<file path="src/rtl/slave_rd_port.sv">
// Read-side slave port: synchronises the burst request, reads a registered-output
// SRAM one beat at a time and returns byte-masked data with a one-cycle ready pulse.
//
// state  | meaning
// IDLE   | no burst; waiting for synchronised request
// ACCEPT | waiting for a valid beat; also the cycle in which ready/SRAM read is high
// FETCH  | SRAM data on iMemRdData; captured (masked) into oSlvRdData at its end
// GAP    | one dead cycle so a late-dropping valid cannot be accepted twice
// HOLD   | burst finished; hold data/err until request drops
module slave_rd_port #(
   parameter int AW        = 12,
   parameter int DW        = 32,
   parameter int SW        = DW / 8,
   parameter int MEM_DEPTH = 1024
) (
   input  logic                         iClk,
   input  logic                         iRst_n,
   input  logic                         iSlvRdReq,
   input  logic                         iSlvRdValid,
   input  logic [AW-1:0]                iSlvRdAddr,
   input  logic [SW-1:0]                iSlvRdSel,
   input  logic                         iSlvRdLast,
   output logic                         oSlvRdReady,
   output logic [DW-1:0]                oSlvRdData,
   output logic                         oSlvRdErr,
   output logic                         oMemRdEn,
   output logic [$clog2(MEM_DEPTH)-1:0] oMemAddr,
   input  logic [DW-1:0]                iMemRdData
);

   localparam int MAW = $clog2(MEM_DEPTH);

   localparam logic [2:0] ST_IDLE   = 3'd0;
   localparam logic [2:0] ST_ACCEPT = 3'd1;
   localparam logic [2:0] ST_FETCH  = 3'd2;
   localparam logic [2:0] ST_GAP    = 3'd3;
   localparam logic [2:0] ST_HOLD   = 3'd4;

   logic [2:0]    state;
   logic          req_meta;
   logic          req_s;
   logic [SW-1:0] sel_q;
   logic          last_q;
   logic          legal_q;
   logic [15:0]   beat_cnt;
   logic          beat_legal;
   logic [DW-1:0] masked;

   always_comb begin
      beat_legal = (iSlvRdAddr[1:0] == 2'b00) &&
                   (32'(iSlvRdAddr[AW-1:2]) < $unsigned(MEM_DEPTH));
   end

   // Illegal beats never read the SRAM, so their data is forced to zero here.
   always_comb begin
      masked = '0;
      for (int i = 0; i < SW; i++) begin
         if (sel_q[i] && legal_q) begin
            masked[8*i +: 8] = iMemRdData[8*i +: 8];
         end
      end
   end

   always_ff @(posedge iClk) begin
      if (!iRst_n) begin
         state       <= ST_IDLE;
         req_meta    <= 1'b0;
         req_s       <= 1'b0;
         sel_q       <= '0;
         last_q      <= 1'b0;
         legal_q     <= 1'b0;
         beat_cnt    <= '0;
         oSlvRdReady <= 1'b0;
         oSlvRdData  <= '0;
         oSlvRdErr   <= 1'b0;
         oMemRdEn    <= 1'b0;
         oMemAddr    <= '0;
      end else begin
         req_meta    <= iSlvRdReq;
         req_s       <= req_meta;
         oSlvRdReady <= 1'b0;
         oMemRdEn    <= 1'b0;
         case (state)
            ST_IDLE: begin
               if (req_s) begin
                  state     <= ST_ACCEPT;
                  oSlvRdErr <= 1'b0;
                  beat_cnt  <= '0;
               end
            end
            ST_ACCEPT: begin
               // Once ready is out the beat is committed and the read must complete.
               if (oSlvRdReady) begin
                  state <= ST_FETCH;
               end else if (!req_s) begin
                  state <= ST_IDLE;
               end else if (iSlvRdValid) begin
                  oSlvRdReady <= 1'b1;
                  oMemRdEn    <= beat_legal;
                  oMemAddr    <= MAW'(iSlvRdAddr[AW-1:2]);
                  sel_q       <= iSlvRdSel;
                  last_q      <= iSlvRdLast;
                  legal_q     <= beat_legal;
                  oSlvRdErr   <= oSlvRdErr | ~beat_legal;
                  beat_cnt    <= beat_cnt + 16'd1;
               end
            end
            ST_FETCH: begin
               oSlvRdData <= masked;
               state      <= last_q ? ST_HOLD : ST_GAP;
            end
            ST_GAP: begin
               state <= req_s ? ST_ACCEPT : ST_IDLE;
            end
            ST_HOLD: begin
               if (!req_s) begin
                  state <= ST_IDLE;
               end
            end
            default: begin
               state <= ST_IDLE;
            end
         endcase
      end
   end

endmodule
</file>
<file path="config.mk">
export PLATFORM = sky130hd
export DESIGN_NAME = slave_rd_port
export DESIGN_NICKNAME = d
export VERILOG_FILES = /design/src/rtl/slave_rd_port.sv
export SDC_FILE = /design/constraint.sdc
export NUM_CORES = 1
export LEC_CHECK = 0
export BUFFER_PORTS_ARGS = -buffer_cell sky130_fd_sc_hd__buf_2
export CORE_AREA = 8 8 90 92
export DETAILED_ROUTE_END_ITERATION = 16
export DIE_AREA = 0 0 98 100
export RECOVER_POWER = 100
export SYNTH_ARGS = -nofsm -noshare
export SYNTH_HDL_FRONTEND = slang
export SYNTH_SLANG_ARGS = --single-unit
</file>
<file path="constraint.sdc">
create_clock -name iClk -period 1.8 [get_ports iClk]
set_clock_uncertainty 0.2 [all_clocks]
set_input_delay 0.27 -clock iClk [delete_from_list [all_inputs] [get_ports iClk]]
set_output_delay 0.27 -clock iClk [all_outputs]
set_load 0.03 [all_outputs]
</file>
## After elaboration in Yosys (flattened, before gate mapping)

Index checks and enable logic that the tools add are counted.

- Register bits: 56
- Bits in latches: 0
- RAM bits: 0
- Bits in read-only memories: 0
- Input bits: 53
- Output and inout bits: 45
- Memories: 0

- $add $sub $neg: 0
- $mul: 0
- Div/mod/pow operators: 0
- Order comparisons: 0
- Eq/ne operators: 8
- Shift operators: 0
- Multiplexer cells: 16
- Bitwise logic cells: 7
- Reductions and logical operators: 11

Operators with widths:

| kind | number |
|---|---|
| two-way mux 8 bit | 4 |
| one-hot mux 3 bit (5 select lines) | 1 |
| two-way mux 3 bit | 4 |
| != test 2 bit, second input constant | 4 |
| == test 3 x 2 -> 1 bit, second input constant | 2 |
| two-way mux 1 bit | 6 |
| NOT 1 bit | 6 |
| AND reduction 5 bit | 1 |
| OR reduction 5 bit | 1 |
| logical AND 1 bit | 4 |
| AND reduction 4 bit | 1 |
| OR reduction 4 bit | 1 |
| == test 3 x 1 -> 1 bit, second input constant | 1 |
| == test 3 bit, second input constant | 1 |
| logical NOT 3 bit | 1 |
| logical NOT 2 bit | 1 |
| one-hot mux 1 bit (2 select lines) | 1 |
| nonzero test 2 bit | 1 |
| bitwise OR 1 bit | 1 |

## Depth between registers and ports, before layout

- Depth after elaboration: 7
- Gate-level depth with buffers: 5
- Gate-level depth less buffers: 3

## Worst setup path before layout

OpenSTA, ideal clock, no wires.

- Kind: reg-to-reg
- Start point: reg state[1]
- End point: reg legal_q
- Setup time: 0.072 ns
- Data arrival time: 1.199 ns
- Slack: 0.330 ns
- Stages on the path, launching flop included: 6
- Path buffers: 2
- Period minus slack after synthesis: 1.470 ns
- Cell sequence: dfxtp_1 -> nand2b_4 -> nor4_2 -> buf_6 -> buf_12 -> mux2i_1

- Word-level cells in the longest chain between the ends: 2

RTL lines:

| what | RTL line | RTL |
|---|---|---|
| start, declared | 39 | `logic [2:0] state;` |
| start signal, assigned | 110 | `state <= last_q ? ST_HOLD : ST_GAP;` |
| start signal, assigned | 113 | `state <= req_s ? ST_ACCEPT : ST_IDLE;` |
| == test 3 x 1 -> 1 bit | 83 | `case (state)` |
| AND reduction 4 bit (no line) | - |  |
| end signal, assigned | 103 | `legal_q <= beat_legal;` |
| end, declared | 44 | `logic legal_q;` |

No other way between the ends.
A chain may end at the register's enable or synchronous reset.

## Worst setup path after layout

- Start point: reg state[0]
- End point: reg oMemAddr[0]

- Word-level cells in the longest chain between the ends: 2

RTL lines:

| what | RTL line | RTL |
|---|---|---|
| == test 3 x 1 -> 1 bit | 83 |  |
| AND reduction 4 bit (no line) | - |  |
| end signal, assigned | 100 | `oMemAddr <= MAW'(iSlvRdAddr[AW-1:2]);` |
| end, declared | 27 | `output logic [$clog2(MEM_DEPTH)-1:0] oMemAddr,` |

No other way between the ends.

==> impl_metrics.sql <==
INSERT INTO impl_metrics (metric_group, metric, value, unit) VALUES
('hold_path', 'worst_hold_path_type', 'input port to flip-flop', ''),
('sta', 'setup-tns-final', '0', 'ps'),
('placed_design', 'buffer_ports.inserted', '97', ''),
('finish', 'antennaDiodeCount', '0', ''),
('logic_synthesis', 'synth.distinct_cells', '29', ''),
('clock_network', 'maximum_level_of_the_cts_h_tree', '2', ''),
('logic_synthesis', 'synth_sequential_area_ratio', '49.2', '%'),
('clock_network', 'clock_path_buffers', '2', ''),
('route', 'routedWlPerCell', '13.9', 'um'),
('finish', 'area_growth', '34.9', '%'),
('power_and_ir_drop', 'netSwitchingPower', '0.458', 'mW'),
('logic_synthesis', 'synth.avg_cell_area', '9.08', 'um2'),
('route', 'dr_total_vias', '2043', ''),
('outcome', 'outcome', 'complete, no violations', ''),
('route', 'drcViolationCount', '0', ''),
('worst_setup_path', 'timing.critical_path.to_type', 'flip-flop', ''),
('die', 'floorplan.die_area', '9800', 'um2'),
('sta', 'period_share', '88.7', '%'),
('logic_synthesis', 'synth_largest_type_area_fraction', '49.2', '%'),
('clock_network', 'clock_tree.root_cell', 'clkbuf_8', ''),
('die', 'floorplan.initialDensity', '34.3', '%'),
('logic_synthesis', 'synth_area_leaders', 'dfxtp_1 49%, nand2_1 11%, a21boi_1 9.9%', ''),
('global_routing', 'gr-total-overflow', '0', ''),
('route', 'drt_first_iter_violations', '56', ''),
('clock_network', 'clock_latency', '300', 'ps'),
('finish', 'final_cell_utilization_of_the_core', '46.3', '%'),
('power_and_ir_drop', 'power.clock.fraction', '39.0', '%'),
('placed_design', 'dp_hpwl', '4.32', 'mm'),
('clock_network', 'cts-buffers-inserted', '5', ''),
('sta', 'timing.slew.headroom', '47.0', '%'),
('power_and_ir_drop', 'comb_power_share', '6.5', '%'),
('sta', 'timing_max_transition_violations_final', '0', ''),
('global_routing', 'grt_start_max_net_pins', '33', ''),
('clock_network', 'postCtsSetupBuffers', '0', ''),
('logic_synthesis', 'syn_nets', '304', ''),
('finish', 'drive_above_1_share', '19.1', '%'),
('route', 'wl', '6.12', 'mm'),
('sta', 'timing.final.setup_violations', '0', ''),
('placed_design', 'place_area', '2830', 'um2'),
('finish', 'final_instance_area', '3070', 'um2'),
('power_and_ir_drop', 'switching_share', '20.1', '%'),
('worst_setup_path', 'critical_path_class', 'flip-flop to flip-flop', ''),
('logic_synthesis', 'ys_warn_count', '0', ''),
('logic_synthesis', 'synthesis.instances', '251', ''),
('die', 'ioPinCount', '98', ''),
('power_and_ir_drop', 'p_int', '1.82', 'mW'),
('sta', 'rsz0062_at_grt', 'false', ''),
('global_routing', 'grt_first_pass_wirelength', '9.96', 'mm'),
('route', 'route.detailed.vias_per_inst', '4.63', ''),
('power_and_ir_drop', 'ir_worst_vdd', '0.293', 'mV'),
('sta', 'timing_worst_slew_pin_value', '794', 'ps'),
('logic_synthesis', 'syn-cell-area', '2280', 'um2'),
('worst_setup_path', 'r2r_slack', '200', 'ps'),
('worst_setup_path', 'cp.arrival', '1640', 'ps'),
('logic_synthesis', 'yosys.area.top_type', 'dfxtp_1', ''),
('worst_setup_path', 'critical_path_required', '1840', 'ps'),
('die', 'core.rowCount', '30', ''),
('route', 'firstDrtPassIters', '5', ''),
('sta', 'period_minus_slack', '1600', 'ps'),
('clock_network', 'cts_tree', 'done', ''),
('die', 'core_region_area', '6640', 'um2'),
('worst_setup_path', 'worstPathMaxFanout', '9', ''),
('sta', 'finalWorstSetupSlack', '204', 'ps'),
('logic_synthesis', 'ys_ff_latch', '56', ''),
('worst_setup_path', 'critPathLaunchType', 'flip-flop', ''),
('global_routing', 'grt_pass1_vias', '2046', ''),
('global_routing', 'grt.total_usage', '12.3', '%'),
('die', 'floorplan.die.width', '98', 'um'),
('placed_design', 'routabilityCongestion', '0.667', ''),
('power_and_ir_drop', 'total_power', '2.28', 'mW'),
('global_routing', 'grt_antenna_before_repair', '0', ''),
('power_and_ir_drop', 'power_frac_seq', '54.5', '%'),
('sta', 'finalHoldViolations', '0', ''),
('die', 'die_height', '100', 'um'),
('route', 'route.antenna.remaining_nets', '0', ''),
('sta', 'fmaxAchievable', '626', 'MHz'),
('finish', 'nets', '413', ''),
('clock_network', 'clkSinkCount', '56', ''),
('power_and_ir_drop', 'total_leakage_power', '1.12', 'nW'),
('power_and_ir_drop', 'power.density_cell_area', '742', 'nW/um2'),
('placed_design', 'place_worst_setup_slack', '257', 'ps'),
('clock_network', 'cts.clk_slew.worst_paths', '100', 'ps'),
('flow_run', 'max_cap_viols', '0', '');
-- metal layers --
| layer | wire length [um] | part of all wire [%] | global-route usage [%] | up-vias |
|---|---|---|---|---|
| met5 | 0 | 0 | 0 | - |
| met4 | 55 | 0.90 | 3.24 | 0 |
| met3 | 464 | 7.6 | 5.12 | 5 |
| met2 | 2820 | 46 | 20.5 | 67 |
| met1 | 2780 | 45 | 14.2 | 915 |
| li1 | - | - | - | 1056 |
-- cell usage after synthesis --
cell       number
a32o_1          1
nor4_2          1
buf_6           4
nor2_1          1
a21boi_0        2
nor2b_1         1
inv_1           2
clkbuf_1        8
buf_2           5
and2_0          1
or3_1           1
nand3b_1        3
buf_4           3
a21boi_1       30
mux2i_1        16
and2_1          6
or2b_1          1
nor3b_4         1
nand2_1        65
or3b_1          1
buf_12          1
o21ai_0         3
nand2b_4        1
and3b_1         1
o2111ai_1       1
a21oi_1         1
and3_1          2
dfxtp_1        56
nand3_1        32
-- registers in the layout, summed over array words and instances (netlist names) --
name	count
last_q	1
legal_q	1
oMemAddr	10
oMemRdEn	1
oSlvRdData	32
oSlvRdErr	1
oSlvRdReady	1
req_meta	1
req_s	1
sel_q	4
state	3
-- layout make-up --
| type | count | area, um2 |
|---|---|---|
| Fill cell | 689 | 3570 |
| Sequential cell | 56 | 1120 |
| Multi-Input combinational cell | 172 | 1020 |
| Timing Repair Buffer | 123 | 702 |
| Tap cell | 80 | 100 |
| Clock buffer | 7 | 96.3 |
| Clock inverter | 1 | 30.0 |
| Inverter | 2 | 7.51 |
-- repair_timing --
action,4_1_cts,5_1_grt
gates resized for setup,0,0
hold buffers,17,1
hold endpoints to repair,17,1
-- worst max-delay path: stages (launching register included) --
cell and delay [ps]:
dfxtp_1 500, nand2_1 140, nor4_4 220, clkbuf_1 260, mux2i_1 210
-- power groups by stage --
stage	sequential (mW)	combinational (mW)	clock, mW
floorplan	1.27	0.0444	0
global placement	1.27	0.120	0
detailed placement	1.27	0.120	0
CTS	1.24	0.149	0.921
global route	1.25	0.162	0.970
finish	1.24	0.148	0.889
-- worst paths after layout --
path	from	to	cells past startpoint
max	state[0]	oMemAddr[0]	4
min	iSlvRdSel[3]	sel_q[3]	3
max reg2reg	state[0]	oMemAddr[0]	4
min reg2reg	req_meta	req_s	1
-- metrics by stage --
stage	hold WS, ps	cells
global placement	216	415
finish	7.99	441
CTS	0.640	440
detailed placement	223	415
global route	0.452	441
floorplan	197	251
-- placed cells by master, fill, tap and decap left out, types with 2 or more instances in the layout --
cell type,count
buf_2,51
dfxtp_1,56
dlygate4sd3_1,18
and3_1,2
a21boi_0,31
and2_1,6
nand3_1,32
inv_1,2
o21ai_0,3
clkbuf_1,47
buf_4,4
mux2i_1,16
buf_12,3
nand3b_1,3
clkbuf_8,7
nand2_1,65
-- logic make-up (layout without fill, tap and decap cells) --
kind of cell / Yosys count / after routing / synth area share [%]
compound gates: 38 / 38 / 12.2
mux: 16 / 16 / 7.03
flops: 56 / 56 / 49.2
simple gates: 118 / 118 / 25.0
buf+inv: 23 / 133 / 6.59
No activity file was read; power rests on OpenSTA's default activity.
